**config.mk**
```make
export PLATFORM = sky130hd
export DESIGN_NAME = rs_issue_ctrl
export DESIGN_NICKNAME = d
export VERILOG_FILES = /design/src/rtl/rs_issue_ctrl.sv
export SDC_FILE = /design/constraint.sdc
export NUM_CORES = 1
export LEC_CHECK = 0
export BUFFER_PORTS_ARGS = -buffer_cell sky130_fd_sc_hd__buf_2
export CAP_MARGIN = 30
export CELL_PAD_IN_SITES_DETAIL_PLACEMENT = 1
export CELL_PAD_IN_SITES_GLOBAL_PLACEMENT = 1
export CORE_MARGIN = 3
export CORE_UTILIZATION = 45
export DETAILED_ROUTE_END_ITERATION = 7
export MAX_ROUTING_LAYER = met4
export PLACE_DENSITY_LB_ADDON = 0.1
export SYNTH_ARGS = -nofsm -noshare
export SYNTH_HDL_FRONTEND = slang
export SYNTH_SLANG_ARGS = --single-unit
```
**constraint.sdc**
```tcl
create_clock -name clk_in -period 7.1 [get_ports clk_in]
set_input_delay 2.13 -clock clk_in [delete_from_list [all_inputs] [get_ports clk_in]]
set_output_delay 2.13 -clock clk_in [all_outputs]
set_load 0.005 [all_outputs]
```
**src/rtl/rs_issue_ctrl.sv**
```systemverilog
// rtl/rs_issue_ctrl.sv - ALU reservation-station slot allocator and round-robin issue scheduler
// Optional RS_ISSUE_STATS_EN adds 32-bit issued-op and full-stall counters.
module rs_issue_ctrl #(
  parameter int RS_SIZE  = 16,
  parameter int RS_IDX_W = 4
) (
  input  logic                clk_in,
  input  logic                rst_in,
  input  logic                rdy_in,
  input  logic                clr_in,
  input  logic                alloc_req_in,
  input  logic                alloc_rdy_in,
  output logic [RS_IDX_W-1:0] free_pos_out,
  output logic                full_out,
  input  logic                wake_in,
  input  logic [RS_IDX_W-1:0] wake_idx_in,
  output logic                issue_vld_out,
  output logic [RS_IDX_W-1:0] issue_idx_out,
  input  logic                issue_ack_in,
  output logic [RS_IDX_W:0]   cnt_out,
  output logic [31:0]         issue_cnt_out,
  output logic [31:0]         stall_cnt_out
);

  typedef enum logic {S_IDLE, S_HOLD} state_t;

  state_t              r_state, w_state_nxt;
  logic [RS_SIZE-1:0]  r_busy, r_ready, r_issued;
  logic [RS_IDX_W-1:0] r_rr_ptr, r_issue_idx;
  logic                r_issue_vld;
  logic [RS_IDX_W:0]   r_cnt;

  logic [RS_SIZE-1:0]  w_busy_nxt, w_ready_nxt, w_issued_nxt, w_cand;
  logic [RS_IDX_W-1:0] w_rr_nxt, w_idx_nxt, w_free_pos, w_scan_ptr, w_scan_idx, w_pick;
  logic                w_vld_nxt, w_full, w_pick_found;
  logic                w_alloc_acc, w_ack_acc, w_wake_acc;
  logic [RS_IDX_W:0]   w_cnt_nxt;

  // Lowest-index free slot; stays 0 when every entry is busy.
  always_comb begin
    w_free_pos = '0;
    for (int i = RS_SIZE - 1; i >= 0; i--) begin
      if (!r_busy[i]) w_free_pos = RS_IDX_W'(i);
    end
  end

  assign w_full      = &r_busy;
  assign w_alloc_acc = alloc_req_in && !w_full;
  assign w_ack_acc   = (r_state == S_HOLD) && issue_ack_in;
  assign w_wake_acc  = wake_in && r_busy[wake_idx_in] && !r_issued[wake_idx_in];

  // On ack the scan restarts just past the retiring entry, which is excluded.
  always_comb begin
    w_cand = r_busy & r_ready & ~r_issued;
    if (w_ack_acc) w_cand[r_issue_idx] = 1'b0;
  end

  assign w_scan_ptr = w_ack_acc ? (r_issue_idx + RS_IDX_W'(1)) : r_rr_ptr;

  always_comb begin
    w_pick       = '0;
    w_pick_found = 1'b0;
    w_scan_idx   = '0;
    for (int i = 0; i < RS_SIZE; i++) begin
      w_scan_idx = w_scan_ptr + RS_IDX_W'(i);
      if (!w_pick_found && w_cand[w_scan_idx]) begin
        w_pick       = w_scan_idx;
        w_pick_found = 1'b1;
      end
    end
  end

  always_comb begin
    w_state_nxt  = r_state;
    w_busy_nxt   = r_busy;
    w_ready_nxt  = r_ready;
    w_issued_nxt = r_issued;
    w_rr_nxt     = r_rr_ptr;
    w_vld_nxt    = r_issue_vld;
    w_idx_nxt    = r_issue_idx;

    if (w_wake_acc) w_ready_nxt[wake_idx_in] = 1'b1;
    if (w_alloc_acc) begin
      w_busy_nxt[w_free_pos]  = 1'b1;
      w_ready_nxt[w_free_pos] = alloc_rdy_in;
    end

    case (r_state)
      S_IDLE: begin
        if (w_pick_found) begin
          w_idx_nxt            = w_pick;
          w_vld_nxt            = 1'b1;
          w_issued_nxt[w_pick] = 1'b1;
          w_state_nxt          = S_HOLD;
        end
      end
      S_HOLD: begin
        if (issue_ack_in) begin
          w_busy_nxt[r_issue_idx]   = 1'b0;
          w_ready_nxt[r_issue_idx]  = 1'b0;
          w_issued_nxt[r_issue_idx] = 1'b0;
          w_rr_nxt                  = w_scan_ptr;
          if (w_pick_found) begin
            w_idx_nxt            = w_pick;
            w_issued_nxt[w_pick] = 1'b1;
          end else begin
            w_vld_nxt   = 1'b0;
            w_state_nxt = S_IDLE;
          end
        end
      end
      default: w_state_nxt = S_IDLE;
    endcase
  end

  assign w_cnt_nxt = r_cnt + (RS_IDX_W + 1)'(w_alloc_acc) - (RS_IDX_W + 1)'(w_ack_acc);

  always_ff @(posedge clk_in) begin
    if (!rst_in) begin
      r_state     <= S_IDLE;
      r_busy      <= '0;
      r_ready     <= '0;
      r_issued    <= '0;
      r_rr_ptr    <= '0;
      r_issue_vld <= 1'b0;
      r_issue_idx <= '0;
      r_cnt       <= '0;
    end else if (clr_in) begin
      r_state     <= S_IDLE;
      r_busy      <= '0;
      r_ready     <= '0;
      r_issued    <= '0;
      r_rr_ptr    <= '0;
      r_issue_vld <= 1'b0;
      r_cnt       <= '0;
    end else if (rdy_in) begin
      r_state     <= w_state_nxt;
      r_busy      <= w_busy_nxt;
      r_ready     <= w_ready_nxt;
      r_issued    <= w_issued_nxt;
      r_rr_ptr    <= w_rr_nxt;
      r_issue_vld <= w_vld_nxt;
      r_issue_idx <= w_idx_nxt;
      r_cnt       <= w_cnt_nxt;
    end
  end

  assign free_pos_out  = w_free_pos;
  assign full_out      = w_full;
  assign issue_vld_out = r_issue_vld;
  assign issue_idx_out = r_issue_idx;
  assign cnt_out       = r_cnt;

`ifdef RS_ISSUE_STATS_EN
  logic [31:0] r_issue_cnt, r_stall_cnt;

  always_ff @(posedge clk_in) begin
    if (!rst_in) begin
      r_issue_cnt <= '0;
      r_stall_cnt <= '0;
    end else if (rdy_in && !clr_in) begin
      if (w_ack_acc)              r_issue_cnt <= r_issue_cnt + 32'd1;
      if (alloc_req_in && w_full) r_stall_cnt <= r_stall_cnt + 32'd1;
    end
  end

  assign issue_cnt_out = r_issue_cnt;
  assign stall_cnt_out = r_stall_cnt;
`else
  assign issue_cnt_out = 32'd0;
  assign stall_cnt_out = 32'd0;
`endif

endmodule

```
### Word level (Yosys, flattened, before mapping)

Cells that the tools add are included.

* $add $sub $neg: 18
* mux-type cells: 116
* reductions and logical operators: 46
* bitwise logic cells: 15
* order comparisons: 24
* eq/ne operators: 3

Operator list (number)
* two-way mux 16 bit: 11
* two-way mux 4 bit: 35
* < comparator 4 x 5 -> 1 bit (second input constant): 20
* AND 16 bit: 6
* binary-select mux 1 bit (select 4 bit): 18
* bitwise OR 16 bit: 4
* two-way mux 1 bit: 43
* adder 4 bit (second input constant): 8
* inverter 16 bit: 2
* case mux 16 bit (2 select lines): 1
* logical AND 1 bit: 23
* logical NOT 1 bit: 17
* adder 4 x 3 -> 4 bit (second input constant): 4
* bitwise mux 16 bit: 1
* demux 1 bit (select 4 bit): 4
* greater-or-equal comparator 4 x 1 -> 1 bit (second input constant): 4
* AND reduction 16 bit: 1
* AND reduction 3 bit: 3
* adder 4 x 1 -> 4 bit (second input constant): 2
* adder 4 x 2 -> 4 bit (second input constant): 2
* case mux 4 bit (2 select lines): 1
* != test 2 bit (second input constant): 3
* adder 5 x 1 -> 5 bit: 1
* subtractor 5 x 1 -> 5 bit: 1
* 4 further kinds: 7

* word-level logic and storage cells: 230
* flip-flop bits (word level): 63
* input bits: 12

### Longest topological paths before layout

Gate-level depths: netlist of the first run.

* depth in word-level cells: 63
* depth in mapped cells: 20

### Worst setup path after synthesis of the first run

OpenSTA, ideal clock, no wires.

* kind: in2reg
* start: input port issue_ack_in
* end: register r_issued[7]
* setup time: 73 ps
* path buffers: 2
* required time: 7027 ps
* setup slack: 963 ps
* cell stages on the path: 17
* arrival time: 6064 ps
* cells stage by stage: buf_4 buf_2 and3_1 nor2_2 inv_2 ha_1 a211o_1 nand2_1 mux4_2 mux2i_4 nor3_2 and3_4 a221o_1 a32o_1 a32o_2 or3_4 o22ai_2

* cells in the longest elaborated chain, start to end: 58

Ends and longest elaborated chain
* start, declared: RTL line 19 `input logic issue_ack_in,`
* logical AND 1 bit (*): RTL line 49 `assign w_ack_acc = (r_state == S_HOLD) && issue_ack_in;`
* two-way mux 4 bit (*): RTL line 58 `assign w_scan_ptr = w_ack_acc ? (r_issue_idx + RS_IDX_W'(1)) : r_rr_ptr;`
* via w_scan_ptr[1]: RTL line 34 `logic [RS_IDX_W-1:0] w_rr_nxt, w_idx_nxt, w_free_pos, w_scan_ptr, w_scan_idx, w_pick;`
* parallel branches: the longest is 56 deep, another holds adder 4 x 1 -> 4 bit
* end signal, assigned: RTL line 140 `r_issued <= w_issued_nxt;`
* end, declared: RTL line 28 `logic [RS_SIZE-1:0] r_busy, r_ready, r_issued;`

Mark *: on every way through the listed nets, which the timed path passes. The select of a mux whose other input is x is not followed.
A chain may end at the register's enable or synchronous reset.

### Worst setup path in the final report of the first run

* start: input port issue_ack_in
* end: register r_issued[0]

Same word-level chain as after synthesis.

==> results.yml, run 1 <==
final_layout:
  final_layout_size_suffix_gt1_frac: 0.157
  synthToLayoutAreaGrowth_pct: 6.55
  antennaDiodeCount: 0
  layout.filler_cells: 2034
  instances_no_fill: 1188
  top_library_cells_by_usage_in_the_layout_fill_and_taps_aside: "69 x nor2_1, 64 x nand2_1, 64 x conb_1"
  layout_commonest_cell: "nor2_1"
  multi_input_area_um2: 5420
  seq_area_um2: 1260
  layout.nets: 996
floorplanning:
  initial_utilization: 0.460
  ios: 91
  dieArea_um2: 17900
  dieHeight_um: 134
  die_width_um: 134
  row_count: 46
  fp.coreArea_um2: 15900
setup_path:
  path_max_fanout: 16
  critical_path_class: "in -> reg"
  cp-end-kind: "flop"
  start_kind: "input pin"
  worstPathRequired_ns: 7.35
  timing.critical_path.arrival_ns: 6.82
global_routing:
  grt.busiest_layer: "met2"
  maximum_number_of_pins_on_one_net_before_global_route_repair: 66
  met3_usage: 0.107
  gr-usage-met1: 0.485
  grtUsageMet2: 0.490
  grt_antenna_before_repair: 0
  grt_remaining_overflow: 0
  grt_pass1_wl_um: 46400
  first_global_vias: 7594
  global_route.usage.total: 0.347
clock_tree:
  clkLatencyLatePin_ns: 0.34
  clockRootBuffer: "clkbuf_16"
  clockBufferDepth: 2
  hold_buffers: 0
  cts-htree-levels: 3
  post_cts.repair.setup_buffers: 0
  clock_sinks: 63
  path_clk_slew_ns: 0.06
  tritoncts: "built"
  post_cts_resize_count: 0
  numCtsBuffers: 9
yosys:
  edff_count_synth: 0
  yosys_most_used_dff: "dfxtp_1"
  synth.ff_latch_count: 63
  postSynthCellCount: 942
  synth_seq_area_share: 0.172
  ys_types: 106
  mean_cell_area_of_the_mapped_netlist_um2: 7.79
  netlist_area_um2: 7340
  async_reset_ff_frac: 0
  yosys_warnings: 0
routing:
  drtAntennaViolNets: 0
  post_drt_wl_per_cell_um: 26.0
  detailedRoute.firstPassIterationCount: 7
  detailroute.via_count: 8011
  route.final.wire_length_um: 30900
  route.detailed.drc: 0
  number_of_violations_reported_at_the_end_of_detailed_routing_iteration_0: 1025
  post_detailed_route_via_to_cell_ratio: 6.74
timing:
  setup_ws_ns: 0.533
  max_slew_margin: 0.342
  setup_tns_ns: 0
  finalCriticalPeriod_ns: 6.57
  finalSetupViolCount: 0
  finalHoldViolations: 0
  clock_skew_ns: 0.00602
  unrepaired_setup_endpoints_after_global_routing: "no"
  max_slew.worst_pin.slew_ns: 0.985
  max_freq_mhz: 152
  fin_crit_sh: 0.925
  timing_max_transition_violations_final: 0
power_and_ir_drop:
  p_leak_nw: 2.86
  cellPowerDensity_nw_per_um2: 109
  ir_drop_worst_vdd_uv: 127
run_status:
  outcome: "finished, final reports clean"
worst_hold_path:
  min_path_type: "reg -> reg"
placed_design:
  dp.cells: 1172
  finalWeightedCongestion: 1.06
  dp_hpwl_um: 24200
  placement.io_buffers: 26
  placement.setup.worst_slack_ns: 0.271
flow_run:
  maxCapViolations: 0
critical path: stages:
cell       delay, ns
buf_2           0.26
a21boi_1        0.19
nor2_2          0.27
inv_2           0.06
ha_1            0.28
a211o_1         0.28
nand2_1         0.23
mux4_2          0.64
mux2i_2         0.46
a2111oi_0       0.26
a2bb2oi_1       0.19
o32a_1          0.19
o22ai_1         0.34
o211ai_1        0.31
or3_4           0.50
o31ai_2         0.22
worst paths after layout:
path | from | end | slack, ns | cells past startpoint
setup / recovery | issue_ack_in | r_issued[0] | 0.53 | 16
hold / removal | r_issued[11] | r_issued[11] | 0.46 | 2
setup reg to reg | issue_idx_out[0] | r_issued[0] | 1.50 | 17
hold reg to reg | r_issued[11] | r_issued[11] | 0.46 | 2
cell families after synthesis:
family	Yosys count	synth area share
xor gates and xnor gates	15	0.0271
muxes	67	0.113
DFF	63	0.172
buffers and inverters	158	0.122
and+or+nand+nor	284	0.206
other	1	0.000511
adders and majority gates	17	0.0300
AOI/OAI and AO/OA	337	0.330
cell type report:
cell class                 instances  area share
inverter                          47      0.0232
multi-input combinational        784       0.693
timing repair buffer              62      0.0512
sequential                        63       0.161
clock inverter                     6     0.00592
tap                              216      0.0346
clock buffer                      10      0.0306
metrics by stage:
stage / instance area [um2] / power, W / hold WS, ns / utilization
after floorplan: 7570 / 0.000439 / 0.425 / -
after global placement: 7520 / 0.000433 / 0.442 / 0.472
after detailed placement: 7530 / 0.000435 / 0.450 / 0.472
after CTS: 7820 / 0.000851 / 0.459 / 0.490
after global routing: 7820 / 0.000882 / 0.485 / 0.490
final: 7820 / 0.000856 / 0.461 / 0.490
registers in the layout (all words and copies together), names as in the netlist:
name / count
cnt_out: 5
issue_idx_out: 4
issue_vld_out: 1
r_busy: 16
r_issued: 16
r_ready: 16
r_rr_ptr: 4
r_state: 1
cell usage after synthesis (9+ instances only):
master | instances | share of area
o21a_1 | 11 | 0.011
o2111ai_1 | 11 | 0.013
nand2_1 | 64 | 0.033
o22ai_1 | 18 | 0.015
nand2b_1 | 17 | 0.014
ha_1 | 16 | 0.027
clkbuf_1 | 24 | 0.012
o211ai_1 | 14 | 0.014
o21ai_1 | 13 | 0.0089
buf_4 | 67 | 0.069
dfxtp_1 | 63 | 0.17
buf_2 | 10 | 0.0068
a21oi_1 | 55 | 0.038
inv_1 | 45 | 0.023
a21o_1 | 14 | 0.014
nor2_1 | 69 | 0.035
mux2_2 | 15 | 0.023
nor3_1 | 14 | 0.0096
nand3b_1 | 9 | 0.0092
mux2i_1 | 38 | 0.052
a211oi_1 | 34 | 0.035
nor2b_1 | 18 | 0.015
nand3_1 | 27 | 0.018
a31oi_1 | 19 | 0.016
o21ai_0 | 42 | 0.029
power by group:
part	internal [W]	switching (W)
Sequential	0.000355	0.00000218
Clock	0.000247	0.000178
Combinational	0.0000202	0.0000537
layer usage:
layer,vias to the layer above,share of wire,wire (um)
li1,3489,-,-
met1,3904,0.43,13400
met2,541,0.42,13000
met3,77,0.13,3880
met4,0,0.021,655
met5,-,0,0
No activity file was read; power rests on OpenSTA's default activity.
==> inputs of run 2 (changes only) <==
--- a/config.mk
+++ b/config.mk
@@ -13,7 +13,7 @@
 export CORE_UTILIZATION = 45
 export DETAILED_ROUTE_END_ITERATION = 7
 export MAX_ROUTING_LAYER = met4
-export PLACE_DENSITY_LB_ADDON = 0.1
+export PLACE_DENSITY_LB_ADDON = 0.25
 export SYNTH_ARGS = -nofsm -noshare
 export SYNTH_HDL_FRONTEND = slang
 export SYNTH_SLANG_ARGS = --single-unit
==> results.yml, run 2 (synthesis results as in run 1) <==
routing:
  drtAntennaViolNets: 0
  wl_met3_um: 2870
  route.final.wire_length_um: 28400
  dr_wl_met2_um: 12000
  route.top_layer_used: "met4"
  detailroute.via_count: 7752
  post_drt_wl_per_cell_um: 24.1
  number_of_violations_reported_at_the_end_of_detailed_routing_iteration_0: 899
  route.detailed.drc: 0
  post_detailed_route_via_to_cell_ratio: 6.59
  detailedRoute.firstPassIterationCount: 6
  route.layer.met1.wl_um: 12800
final_layout:
  layout.nets: 984
  synthToLayoutAreaGrowth_pct: 5.68
  layout.filler_cells: 2024
  layout_commonest_cell: "nor2_1"
  top_library_cells_by_usage_in_the_layout_fill_and_taps_aside: "69 x nor2_1, 64 x nand2_1, 64 x conb_1"
  postLayoutCellArea_um2: 7750
  final_layout_size_suffix_gt1_frac: 0.146
  post-route-util: 0.486
  antennaDiodeCount: 0
  largestRegisters: "r_busy x16, r_issued x16, r_ready x16"
setup_path:
  cp-end-kind: "flop"
  crit-reg2reg-launch: "r_state"
  start_kind: "input pin"
  worstPathRequired_ns: 7.35
  worstSetupStartpoint: "issue_ack_in"
  timing.critical_path.arrival_ns: 6.81
  path_max_fanout: 25
  critical_path_class: "in -> reg"
timing:
  finalSetupViolCount: 0
  max_slew_margin: 0.229
  unrepaired_setup_endpoints_after_global_routing: "no"
  setup_ws_ns: 0.539
  max_slew.worst_pin.slew_ns: 1.15
  timing_max_transition_violations_final: 0
  finalHoldViolations: 0
  setup_tns_ns: 0
  fin_worst_hold_slack_ns: 0.464
  clock_skew_ns: 0.0101
  finalCriticalPeriod_ns: 6.56
  max_freq_mhz: 152
  fin_crit_sh: 0.924
power_and_ir_drop:
  ir_drop_worst_vdd_uv: 124
  cellPowerDensity_nw_per_um2: 113
  p_leak_nw: 2.81
clock_tree:
  clockRootBuffer: "clkbuf_16"
  cts-htree-levels: 3
  post_cts_resize_count: 0
  path_clk_slew_ns: 0.06
  numCtsBuffers: 9
  hold_buffers: 0
  clock_sinks: 63
  post_cts.repair.setup_buffers: 0
  clkLatencyLatePin_ns: 0.34
  tritoncts: "built"
  clockBufferDepth: 2
global_routing:
  grt_pass1_wl_um: 43800
  grt_antenna_before_repair: 0
  global_route.usage.total: 0.322
  maximum_number_of_pins_on_one_net_before_global_route_repair: 66
  first_global_vias: 7444
  grt_remaining_overflow: 0
floorplanning:
  row_count: 46
  die_width_um: 134
  initial_utilization: 0.460
  dieHeight_um: 134
  dieArea_um2: 17900
  fp.coreArea_um2: 15900
  ios: 91
worst_hold_path:
  start_point_of_the_worst_hold_path: "r_issued[3]"
  min_path_type: "reg -> reg"
flow_run:
  maxCapViolations: 0
placed_design:
  dp_hpwl_um: 22000
  placement.io_buffers: 26
  finalWeightedCongestion: 0.969
  placement.setup.worst_slack_ns: 0.264
  placedInstanceArea_um2: 7450
run_status:
  outcome: "finished, final reports clean"
run 2: final timing paths:
kind	to	slack, ns	cells past startpoint
worst min-delay path	r_issued[3]	0.46	2
worst max register to register	r_issued[4]	1.52	12
worst max-delay path	r_issued[4]	0.54	15
worst min register to register	r_issued[3]	0.46	2
run 2: cell type report:
type                       count  area [um2]  area share
multi-input combinational    784        5420       0.699
sequential                    63        1260       0.163
timing repair buffer          50         323      0.0416
tap                          216         270      0.0349
clock buffer                  10         229      0.0295
inverter                      47         181      0.0234
clock inverter                 6        70.1     0.00904
run 2: critical path, cell delays in order:
cell and delay [ns]:
buf_2 0.36, and3_1 0.30, nor2_2 0.08, buf_4 0.19
ha_1 0.24, xnor2_4 0.45, mux4_2 0.64, mux2_4 0.35
a21oi_2 0.29, nand4_2 0.24, nor2_1 0.23, nand2_1 0.10
o311ai_0 0.61, nand2_1 0.30, o31ai_1 0.30
run 2: metrics by stage:
stage	total power, W	cells
CTS	0.000879	1176
floorplan	0.000439	1005
detailed placement	0.000434	1160
global placement	0.000433	1160
global route	0.000906	1176
finish	0.000879	1176
run 2: per-layer routing:
metal | global-route usage | vias to the layer above
li1 | - | 3461
met1 | 0.457 | 3817
met2 | 0.462 | 413
met3 | 0.0755 | 61
met4 | 0.0829 | 0
met5 | - | -
run 2: report_power, final:
part | total, W | internal (W) | switching, W
logic | 0.0000719 | 0.0000197 | 0.0000522
clock network | 0.000450 | 0.000274 | 0.000176
registers | 0.000357 | 0.000355 | 0.00000212
total | 0.000879 | 0.000648 | 0.000230
==> inputs of run 3 (changes only) <==
--- a/config.mk
+++ b/config.mk
@@ -14,6 +14,7 @@
 export DETAILED_ROUTE_END_ITERATION = 7
 export MAX_ROUTING_LAYER = met4
 export PLACE_DENSITY_LB_ADDON = 0.25
+export RECOVER_POWER = 100
 export SYNTH_ARGS = -nofsm -noshare
 export SYNTH_HDL_FRONTEND = slang
 export SYNTH_SLANG_ARGS = --single-unit
==> results.yml, run 3 (synthesis results as in run 1) <==
timing:
  max_slew.worst_pin.slew_ns: 1.58
  setup_ws_ns: 0.546
  clock_skew_ns: 0.0102
  unrepaired_setup_endpoints_after_global_routing: "no"
  max_freq_mhz: 153
  fin_crit_sh: 0.923
  finalSetupViolCount: 0
  max_slew_margin: -0.0532
  finalHoldViolations: 0
  finalCriticalPeriod_ns: 6.55
  setup_tns_ns: 0
  timing_max_transition_violations_final: 32
setup_path:
  crit_slowest_cell: "mux4_2"
  crit_buf_inv: 3
  worstPathRequired_ns: 7.35
  start_kind: "input pin"
  critical_path_class: "in -> reg"
  path_common_cell: "o21ai_1"
  critPathMaxStageDelay_ns: 0.65
  timing.critical_path.arrival_ns: 6.80
  cp-end-kind: "flop"
  cp_top_family: "simple AND/OR/NAND/NOR gates"
  path_max_fanout: 25
  crit_path_cell_trace: "buf_2, a21boi_1, nor2_1, inv_2, ha_1, a211o_1, nand2_1, mux4_2, mux2i_2, nor4_4, nand4_1, buf_4, or4_4, o21ai_1, or2_2, or3b_4, o21ai_1"
clock_tree:
  clockRootBuffer: "clkbuf_16"
  tritoncts: "built"
  path_clk_slew_ns: 0.06
  hold_buffers: 0
  numCtsBuffers: 9
  clock_sinks: 63
  clockBufferDepth: 2
  clkLatencyLatePin_ns: 0.34
  post_cts_resize_count: 0
  post_cts.repair.setup_buffers: 0
  cts-htree-levels: 3
global_routing:
  global_route.usage.total: 0.322
  grt_pass1_wl_um: 43800
  first_global_vias: 7444
  maximum_number_of_pins_on_one_net_before_global_route_repair: 66
  grt_antenna_before_repair: 0
  grt_remaining_overflow: 0
placed_design:
  dp_hpwl_um: 22000
  placedInstanceArea_um2: 7450
  finalWeightedCongestion: 0.969
  placement.setup.worst_slack_ns: 0.264
  placement.io_buffers: 26
final_layout:
  synthToLayoutAreaGrowth_pct: 5.30
  top_library_cells_by_usage_in_the_layout_fill_and_taps_aside: "70 x nor2_1, 64 x nand2_1, 64 x conb_1"
  post-route-util: 0.485
  postLayoutCellArea_um2: 7720
  largestRegisters: "r_busy x16, r_issued x16, r_ready x16"
  antennaDiodeCount: 0
  final_layout_size_suffix_gt1_frac: 0.133
  layout_commonest_cell: "nor2_1"
  layout.nets: 984
floorplanning:
  initial_utilization: 0.460
  row_count: 46
  dieHeight_um: 134
  fp.coreArea_um2: 15900
  ios: 91
  die_width_um: 134
  dieArea_um2: 17900
routing:
  detailedRoute.firstPassIterationCount: 6
  post_detailed_route_via_to_cell_ratio: 6.63
  post_drt_wl_per_cell_um: 24.1
  route.top_layer_used: "met4"
  detailroute.via_count: 7794
  route.final.wire_length_um: 28300
  number_of_violations_reported_at_the_end_of_detailed_routing_iteration_0: 828
  wl_met3_um: 2710
  route.detailed.drc: 0
  drtAntennaViolNets: 0
  dr_wl_met2_um: 11900
  route.layer.met1.wl_um: 12900
power_and_ir_drop:
  p_leak_nw: 2.77
  ir_drop_worst_vdd_uv: 123
  cellPowerDensity_nw_per_um2: 114
  post-layout-total-power_w: 0.000880
run_status:
  outcome: "finished with violations"
  failing_checks: "capacitance limit, slew limit"
worst_hold_path:
  min_path_type: "reg -> reg"
flow_run:
  maxCapViolations: 1
==> run 3: changes by cell type in the layout (fill, tap and decap cells not counted), sizes merged <==
cell and change:
buf -12, clkbuf +12
==> run 3: cell type report <==
type,instances,area (um2)
sequential,63,1260
multi-input combinational,784,5410
inverter,47,181
timing repair buffer,50,303
tap,216,270
clock buffer,10,229
fill,2027,8220
clock inverter,6,70.1
==> run 3: path summary, 6_finish.rpt <==
path | startpoint | endpoint | slack, ns | cells past startpoint
min | r_issued[3] | r_issued[3] | 0.47 | 2
min reg2reg | r_issued[3] | r_issued[3] | 0.47 | 2
max | issue_ack_in | r_issued[2] | 0.55 | 17
max reg2reg | r_state | r_issued[13] | 1.51 | 13
==> run 3: through the flow <==
step,hold slack (ns),std cells
2_1_floorplan,0.425,1005
3_3_place_gp,0.447,1160
3_5_place_dp,0.459,1160
4_1_cts,0.468,1176
5_1_grt,0.486,1176
6_report,0.470,1176
==> run 3: per-layer routing <==
layer / vias to the layer above / global-route usage
li1: 3461 / -
met1: 3846 / 0.457
met2: 421 / 0.462
met3: 66 / 0.0755
met4: 0 / 0.0829
met5: - / -
==> run 3: report_power, final <==
group	total (W)	leakage (nW)	switching (W)	internal [W]
logic	0.0000715	2.13	0.0000522	0.0000193
clock network	0.000451	0.135	0.000177	0.000274
registers	0.000357	0.508	0.00000213	0.000355
total	0.000880	2.77	0.000232	0.000648
==> run 3: worst min-delay path, delay by kind of cell, from the launching register on <==
kind,cells,cell delay (ns)
flops,1,0.32
compound gates,1,0.05
simple gates,1,0.06
